<file path="src/rtl/dcg_pkg.sv">
// Shared types and constants for the dual code grant sequencer.
package dcg_pkg;

  localparam int N_REQ  = 12;
  localparam int CODE_W = 4;

  localparam logic [CODE_W-1:0] CODE_NONE = '0;
  localparam logic [CODE_W-1:0] CODE_MAX  = CODE_W'(N_REQ);

  typedef enum logic [1:0] {
    IDLE  = 2'd0,
    SEND1 = 2'd1,
    SEND2 = 2'd2
  } dcg_state_t;

  // A code names a real request line when it lies in 1..N_REQ.
  function automatic logic code_valid(input logic [CODE_W-1:0] code);
    return (code != CODE_NONE) && (code <= CODE_MAX);
  endfunction

  // A non-zero code beyond the last request line is a protocol error.
  function automatic logic code_oor(input logic [CODE_W-1:0] code);
    return code > CODE_MAX;
  endfunction

endpackage

</file>
<file path="src/rtl/dual_code_grant_seq_code_to_onehot.sv">
// Combinational decode of a request code to a one-hot grant vector.
// Invalid codes (zero or out of range) decode to all-zero.
module code_to_onehot
  import dcg_pkg::*;
(
  input  logic [CODE_W-1:0] code,
  output logic [N_REQ-1:0]  onehot
);

  // Bit k-1 is set only for a valid code k.
  always_comb begin
    onehot = '0;
    for (int i = 0; i < N_REQ; i++) begin
      onehot[i] = code_valid(code) && (code == CODE_W'(i + 1));
    end
  end

endmodule

</file>
<file path="src/rtl/dual_code_grant_seq.sv">
// Dual code grant sequencer: accepts a (p1,p2) code pair and issues the
// corresponding one-hot grants one per output handshake, p1 first.
// Optional feature macro: DCG_MERGE_EN adds the all_grant output, the
// merged one-hot of both accepted codes.
//
// state | meaning
// IDLE  | ready for a new code pair, no grant presented
// SEND1 | presenting the grant for the first code (c1)
// SEND2 | presenting the grant for the second code (c2)
module dual_code_grant_seq
  import dcg_pkg::*;
(
  input  logic              clk,
  input  logic              reset,
  input  logic              in_valid,
  output logic              in_ready,
  input  logic [CODE_W-1:0] p1,
  input  logic [CODE_W-1:0] p2,
  output logic              out_valid,
  input  logic              out_ready,
  output logic [N_REQ-1:0]  grant,
  output logic [CODE_W-1:0] out_code,
  output logic              err
`ifdef DCG_MERGE_EN
  ,
  output logic [N_REQ-1:0]  all_grant
`endif
);

  dcg_state_t        state;
  logic [CODE_W-1:0] c1;
  logic [CODE_W-1:0] c2;
  logic [N_REQ-1:0]  oh_p1;
  logic [N_REQ-1:0]  oh_p2;
  logic [N_REQ-1:0]  oh_c2;
  logic              accept;

  code_to_onehot u_dec_p1 (.code(p1), .onehot(oh_p1));
  code_to_onehot u_dec_p2 (.code(p2), .onehot(oh_p2));
  code_to_onehot u_dec_c2 (.code(c2), .onehot(oh_c2));

  // Input side is open only while no grant is pending.
  always_comb begin
    in_ready = (state == IDLE);
    accept   = in_valid && in_ready;
  end

  // Sequencer: latches the pair on accept and walks the grants out.
  always_ff @(posedge clk) begin
    if (reset) begin
      state     <= IDLE;
      c1        <= CODE_NONE;
      c2        <= CODE_NONE;
      out_valid <= 1'b0;
      grant     <= '0;
      out_code  <= CODE_NONE;
      err       <= 1'b0;
    end else begin
      err <= 1'b0;
      unique case (state)
        IDLE: begin
          if (accept) begin
            c1  <= p1;
            c2  <= p2;
            err <= code_oor(p1) || code_oor(p2);
            if (code_valid(p1)) begin
              state     <= SEND1;
              out_valid <= 1'b1;
              grant     <= oh_p1;
              out_code  <= p1;
            end else if (code_valid(p2)) begin
              state     <= SEND2;
              out_valid <= 1'b1;
              grant     <= oh_p2;
              out_code  <= p2;
            end
          end
        end
        SEND1: begin
          if (out_ready) begin
            // A second code equal to the first is a duplicate, not a new grant.
            if (code_valid(c2) && (c2 != c1)) begin
              state    <= SEND2;
              grant    <= oh_c2;
              out_code <= c2;
            end else begin
              state     <= IDLE;
              out_valid <= 1'b0;
              grant     <= '0;
              out_code  <= CODE_NONE;
            end
          end
        end
        SEND2: begin
          if (out_ready) begin
            state     <= IDLE;
            out_valid <= 1'b0;
            grant     <= '0;
            out_code  <= CODE_NONE;
          end
        end
        default: begin
          state     <= IDLE;
          out_valid <= 1'b0;
          grant     <= '0;
          out_code  <= CODE_NONE;
        end
      endcase
    end
  end

`ifdef DCG_MERGE_EN
  // Merged view of both accepted codes, held until the next accept.
  always_ff @(posedge clk) begin
    if (reset) begin
      all_grant <= '0;
    end else if (accept) begin
      all_grant <= oh_p1 | oh_p2;
    end
  end
`endif

endmodule

</file>
<file path="config.mk">
export PLATFORM = sky130hd
export DESIGN_NAME = dual_code_grant_seq
export DESIGN_NICKNAME = d
export VERILOG_FILES = /design/src/rtl/dcg_pkg.sv /design/src/rtl/dual_code_grant_seq_code_to_onehot.sv /design/src/rtl/dual_code_grant_seq.sv
export SDC_FILE = /design/constraint.sdc
export NUM_CORES = 1
export LEC_CHECK = 0
export ABC_AREA = 1
export CORE_MARGIN = 3
export CORE_UTILIZATION = 58
export DETAILED_ROUTE_END_ITERATION = 7
export MAX_ROUTING_LAYER = met4
export PLACE_DENSITY = 0.85
export SLEW_MARGIN = 10
export SYNTH_ARGS = -nofsm -noshare
export SYNTH_HDL_FRONTEND = slang
export SYNTH_SLANG_ARGS = --single-unit
</file>
<file path="constraint.sdc">
create_clock -name clk -period 3.1 [get_ports clk]
set_input_delay 0.62 -clock clk [delete_from_list [all_inputs] [get_ports clk]]
set_output_delay 0.62 -clock clk [all_outputs]
set_load 0.02 [all_outputs]
</file>
Yosys cells after proc, flatten, opt, wreduce, memory -nomap -nowiden
Cells that the tools add are included.
Cells by class
  equal/unequal tests: 44
  add/subtract/negate cells: 0
  bitwise logic cells: 2
  divide/modulo/power cells: 0
  reduce and logical (&&, ||, !) cells: 50
  multiply operators: 0
  order comparisons: 5
  muxes and demuxes: 28
  shifts and indexed selects: 0
Operators by type and width (number)
  two-way mux 12 bit: 6
  == test 4 bit, second input constant: 15
  == test 4 x 3 -> 1 bit, second input constant: 12
  logical AND 1 bit: 41
  one-hot mux 12 bit (3 select lines): 1
  == test 4 x 2 -> 1 bit, second input constant: 6
  two-way mux 4 bit: 6
  == test 4 x 1 -> 1 bit, second input constant: 3
  <= comparator 4 bit, second input constant: 3
  two-way mux 2 bit: 6
  one-hot mux 4 bit (3 select lines): 1
  nonzero test 4 bit: 3
  greater-than comparator 4 bit, second input constant: 2
  two-way mux 1 bit: 6
  inequality test 2 bit, second input constant: 3
  one-hot mux 2 bit (3 select lines): 1
  AND reduction 5 bit: 1
  inequality test 4 bit: 1
  AND reduction 4 bit: 1
  inequality test 3 x 1 -> 1 bit, second input constant: 1
  one-hot mux 1 bit (3 select lines): 1
  OR reduction 3 bit: 1
  == test 2 x 1 -> 1 bit, second input constant: 1
  == test 2 bit, second input constant: 1
  other kinds (5): 6
Word-level totals
  logic and storage cells: 136
  memories: 0
  bits of input ports: 12
  bits in latches: 0
  output and inout port bits: 19
  register bits: 28
  memory bits (read-only): 0
  RAM bits: 0

Logic depth before layout (Yosys ltp)
  depth after elaboration: 7
  gate-level depth with buffers: 11
  depth with buffers taken out: 10

By module
Synthesis repeated with hierarchy kept, for this count alone.
Unflattened totals
  cell total of the unflattened synthesis: 350
  area total of the unflattened synthesis: 1990.7 um2
Modules (own cells, without submodules)
  dual_code_grant_seq: sequential area each 560.5 um2, instances 1, area an instance 1705.4 um2, cells each 278
  code_to_onehot: sequential area each 0.0 um2, instances 3, area an instance 95.1 um2, cells each 24

Least setup slack after synthesis
OpenSTA, ideal clock, no wires.
  path kind: input-to-reg
  from: input p1[3]
  to: register grant[11]
  setup slack: 1.458 ns
  data required time: 3.029 ns
  stages: 9
  arrival time: 1.571 ns
  cell sequence: nor2_2 > nand2_2 > nand2_8 > nand3_4 > nand2_4 > buf_8 > buf_12 > nand2_2 > a21oi_2
Between the ends
  cells in the longest elaborated chain, start to end: 6
  elaborated cells on any way between the ends: 10
  classes of those cells: order compare (1); eq/ne (2); mux (3); reduce/logical (4)
Ends and longest elaborated chain
  start: declaration: line dual_code_grant_seq.sv:17  | input logic [CODE_W-1:0] p1,
  <= comparator 4 bit / nonzero test 4 bit (equally long branches): line dcg_pkg.sv:18  | return (code != CODE_NONE) && (code <= CODE_MAX);
  logical AND 1 bit: line dcg_pkg.sv:18
  logical AND 1 bit: line dual_code_grant_seq_code_to_onehot.sv:14  | onehot[i] = code_valid(code) && (code == CODE_W'(i + 1));
  two-way mux 12 bit: line dual_code_grant_seq.sv:66  | if (code_valid(p1)) begin
  two-way mux 12 bit: line dual_code_grant_seq.sv:62  | if (accept) begin
  one-hot mux 12 bit (3 select lines): line dual_code_grant_seq.sv:60  | unique case (state)
  end signal: assignment: line dual_code_grant_seq.sv:69  | grant <= oh_p1;
  end signal: assignment: line dual_code_grant_seq.sv:74  | grant <= oh_p2;
  end signal: assignment: line dual_code_grant_seq.sv:84  | grant <= oh_c2;
  end: declaration: line dual_code_grant_seq.sv:21  | output logic [N_REQ-1:0] grant,
Parallel ways exist; a longest one is shown, timed or not. The select of a mux whose other input is x is not followed.
A chain may end at the register's enable or synchronous reset.

Worst setup path in the final report
  from: register state[0]
  to: output in_ready
Between the ends
  cells in the longest elaborated chain, start to end: 1
Ends and longest elaborated chain
  start: declaration: line dual_code_grant_seq.sv:30  | dcg_state_t state;
  start signal: assignment: line dual_code_grant_seq.sv:51  | state <= IDLE;
  start signal: assignment: line dual_code_grant_seq.sv:67  | state <= SEND1;
  start signal: assignment: line dual_code_grant_seq.sv:72  | state <= SEND2;
  logical NOT 2 bit: line dual_code_grant_seq.sv:44  | in_ready = (state == IDLE);
  end: declaration: line dual_code_grant_seq.sv:16  | output logic in_ready,
No other way between the ends.

==> results.yml <==
synth:
  ys_top_cells_by_count: "135 x nand2_1, 32 x nor2_1, 29 x nand3_1, 28 x dfxtp_1, 25 x inv_1"
  async_flop_share_pct: 0
  synthTopCellsByArea: "dfxtp_1 29%, nand2_1 26%, nand3_1 7.4%"
  synth_edf_count: 0
  ys_warn_count: 0
  syn_avg_cell_area_um2: 5.98
  synth_top_cell_by_area: "dfxtp_1"
  netlist_instances: 327
  yosysUniqueCellTypes: 24
  synth.most_common_cell: "nand2_1"
  synth_top_area_share_pct: 28.7
  synth_nets: 339
  yosysSeqAreaShare_pct: 28.7
  ys_seq_elements: 28
  synthesis.area_um2: 1950
  ys.flop_type: "dfxtp_1"
final_layout:
  n_antenna_cell: 0
  finalInstanceArea_um2: 2270
  fillCellCount: 276
  final_util_pct: 72.6
  layout-drive-gt1-share_pct: 10.9
  syn2layout_area_growth_pct: 16.1
  fin_cells: 394
  final_nets: 363
placement:
  port_buffers: 30
  placed_cells: 390
  hpwl_um: 3920
  gp_congestion: 0.887
  placed_area_um2: 2230
floorplanning:
  fp.coreArea_um2: 3130
  row_count: 20
  initial_core_util_pct: 62.5
  ios: 31
  die_area_um2: 4100
  die_y_um: 64.1
  die_x_um: 64.1
clocking:
  post_cts.repair.setup_buffers: 0
  cts_buffer_depth: 2
  cts_tree: "built"
  clock_latency_ns: 0.33
  cts_hold_buffers: 0
  cts.clk_slew.worst_paths_ns: 0.15
  cts_sinks: 28
  cts_resized: 0
  cts-root-buf: "clkbuf_4"
  cts_made_buffers: 3
  cts-htree-levels: 1
timing:
  slew_viol_final: 0
  fin_worst_skew_ns: 0.00190
  tns_ns: 0
  hold_viol: 0
  slew_headroom_pct: 60.4
  setup_viol: 0
  min_period_ns: 2.52
  worstMarginPinSlew_ns: 0.593
  rsz0062_at_grt: "no"
  fin_crit_sh_pct: 81.2
  fmaxAchievable_mhz: 397
global_route:
  grt_util_all_layers_pct: 26.3
  antenna_found_initial: 0
  grt_pass1_wl_um: 8510
  grt_max_degree: 21
  grt_overflow_total: 0
  grt_pass1_vias: 1936
power:
  peakVddDrop_uv: 589
  pwr-share-seq_pct: 31.0
  internal_power_uw: 851
  p_switching_uw: 837
  clockPowerShare_pct: 10.7
  power_frac_comb_pct: 58.3
  power.share.switching_pct: 49.6
  p_per_area_nw_per_um2: 744
  power.leakage_uw: 0.00103
setup_path:
  critPathBufInv: 1
  critPathTopFamily: "buffers and inverters"
  crit_fanout: 9
  path_class: "flip-flop to output port"
  path_cells: "nor2_1 -> clkdlybuf4s50_1"
  slowest_delay_ns: 0.73
  slowest_stage: "clkdlybuf4s50_1"
  cp-start-kind: "flip-flop"
  critPathCaptureType: "output port"
  arrival_ns: 1.90
  crit_required_ns: 2.48
run_status:
  status: "completed"
flow_run:
  maxCapViolCount: 0
route:
  drt_iter0_drc: 98
  route.vias.total: 2061
  ant_nets: 0
  first_pass_iters: 4
  finalWirelength_um: 4810
  drc: 0
  drt-vias-per-instance: 5.23
  detail_route.wl_per_cell_um: 12.2
hold_path:
  min_path_type: "flip-flop to flip-flop"
[kinds of logic (layout without fill, tap and decap cells)]
logic type / after synthesis / count (layout) / share of synthesized area [%]
buf+inv: 40 / 63 / 9.86
compound gates: 40 / 40 / 12.4
flops: 28 / 28 / 28.7
simple gates: 219 / 219 / 49.0
[power by group through the flow]
stage / Combinational (µW) / Sequential (µW) / Clock (µW)
finish: 984 / 524 / 181
global route: 1100 / 540 / 199
CTS: 980 / 524 / 179
detailed placement: 976 / 532 / 0
global placement: 965 / 527 / 0
floorplan: 732 / 582 / 0
[path summary, 6_finish.rpt]
kind	start	end	slack (ns)	cells after the start
setup / recovery	state[0]	in_ready	0.58	2
hold / removal	grant[2]	grant[2]	0.48	2
setup reg to reg	state[0]	grant[5]	0.92	7
hold reg to reg	grant[2]	grant[2]	0.48	2
[layout by cell type (no fill, tap or decap)]
cell	n
a211oi_1	1
a21oi_1	16
clkbuf_8	1
nand2_1	135
buf_4	2
nand3_4	1
dfxtp_1	28
nand2_2	13
nor2_1	32
clkbuf_4	3
nor2_4	2
a21oi_2	10
nand2_8	1
o21ai_0	12
inv_2	2
nand4_1	1
nand2_4	2
nor2_2	1
nand3_1	29
clkdlybuf4s50_1	30
inv_1	25
a21boi_0	1
nor3_1	2
[through the flow]
step | total power (µW) | setup WS [ns] | hold WS (ns)
detailed placement | 1510 | 0.593 | 0.461
CTS | 1680 | 0.584 | 0.478
global placement | 1490 | 0.628 | 0.455
floorplan | 1310 | 1.46 | 0.444
finish | 1690 | 0.583 | 0.477
global route | 1840 | 0.469 | 0.507
[registers in the layout (all words and copies together), names as in the netlist]
| signal | cells |
|---|---|
| state | 2 |
| c2 | 4 |
| out_valid | 1 |
| grant | 12 |
| err | 1 |
| out_code | 4 |
| c1 | 4 |
[layout make-up]
cell class | instances | area, µm² | share of cell area, %
tap | 44 | 55.1 | 2.43
timing repair buffer | 32 | 315 | 13.9
sequential | 28 | 561 | 24.7
clock buffer | 4 | 36.3 | 1.60
multi-input combinational | 259 | 1200 | 52.9
inverter | 27 | 101 | 4.47
[metal layers]
metal	GRT usage, %	wire (µm)	vias up
li1	-	-	1068
met5	-	0	-
met1	33.4	2170	917
met4	7.28	71	0
met2	44.5	2290	70
met3	2.64	287	6
[worst min-delay path, stage by stage, from the launching register on]
cell and delay (ns):
dfxtp_1 0.34, nand2_1 0.06, a21oi_1 0.05
Power figures use the tool's default switching activity.
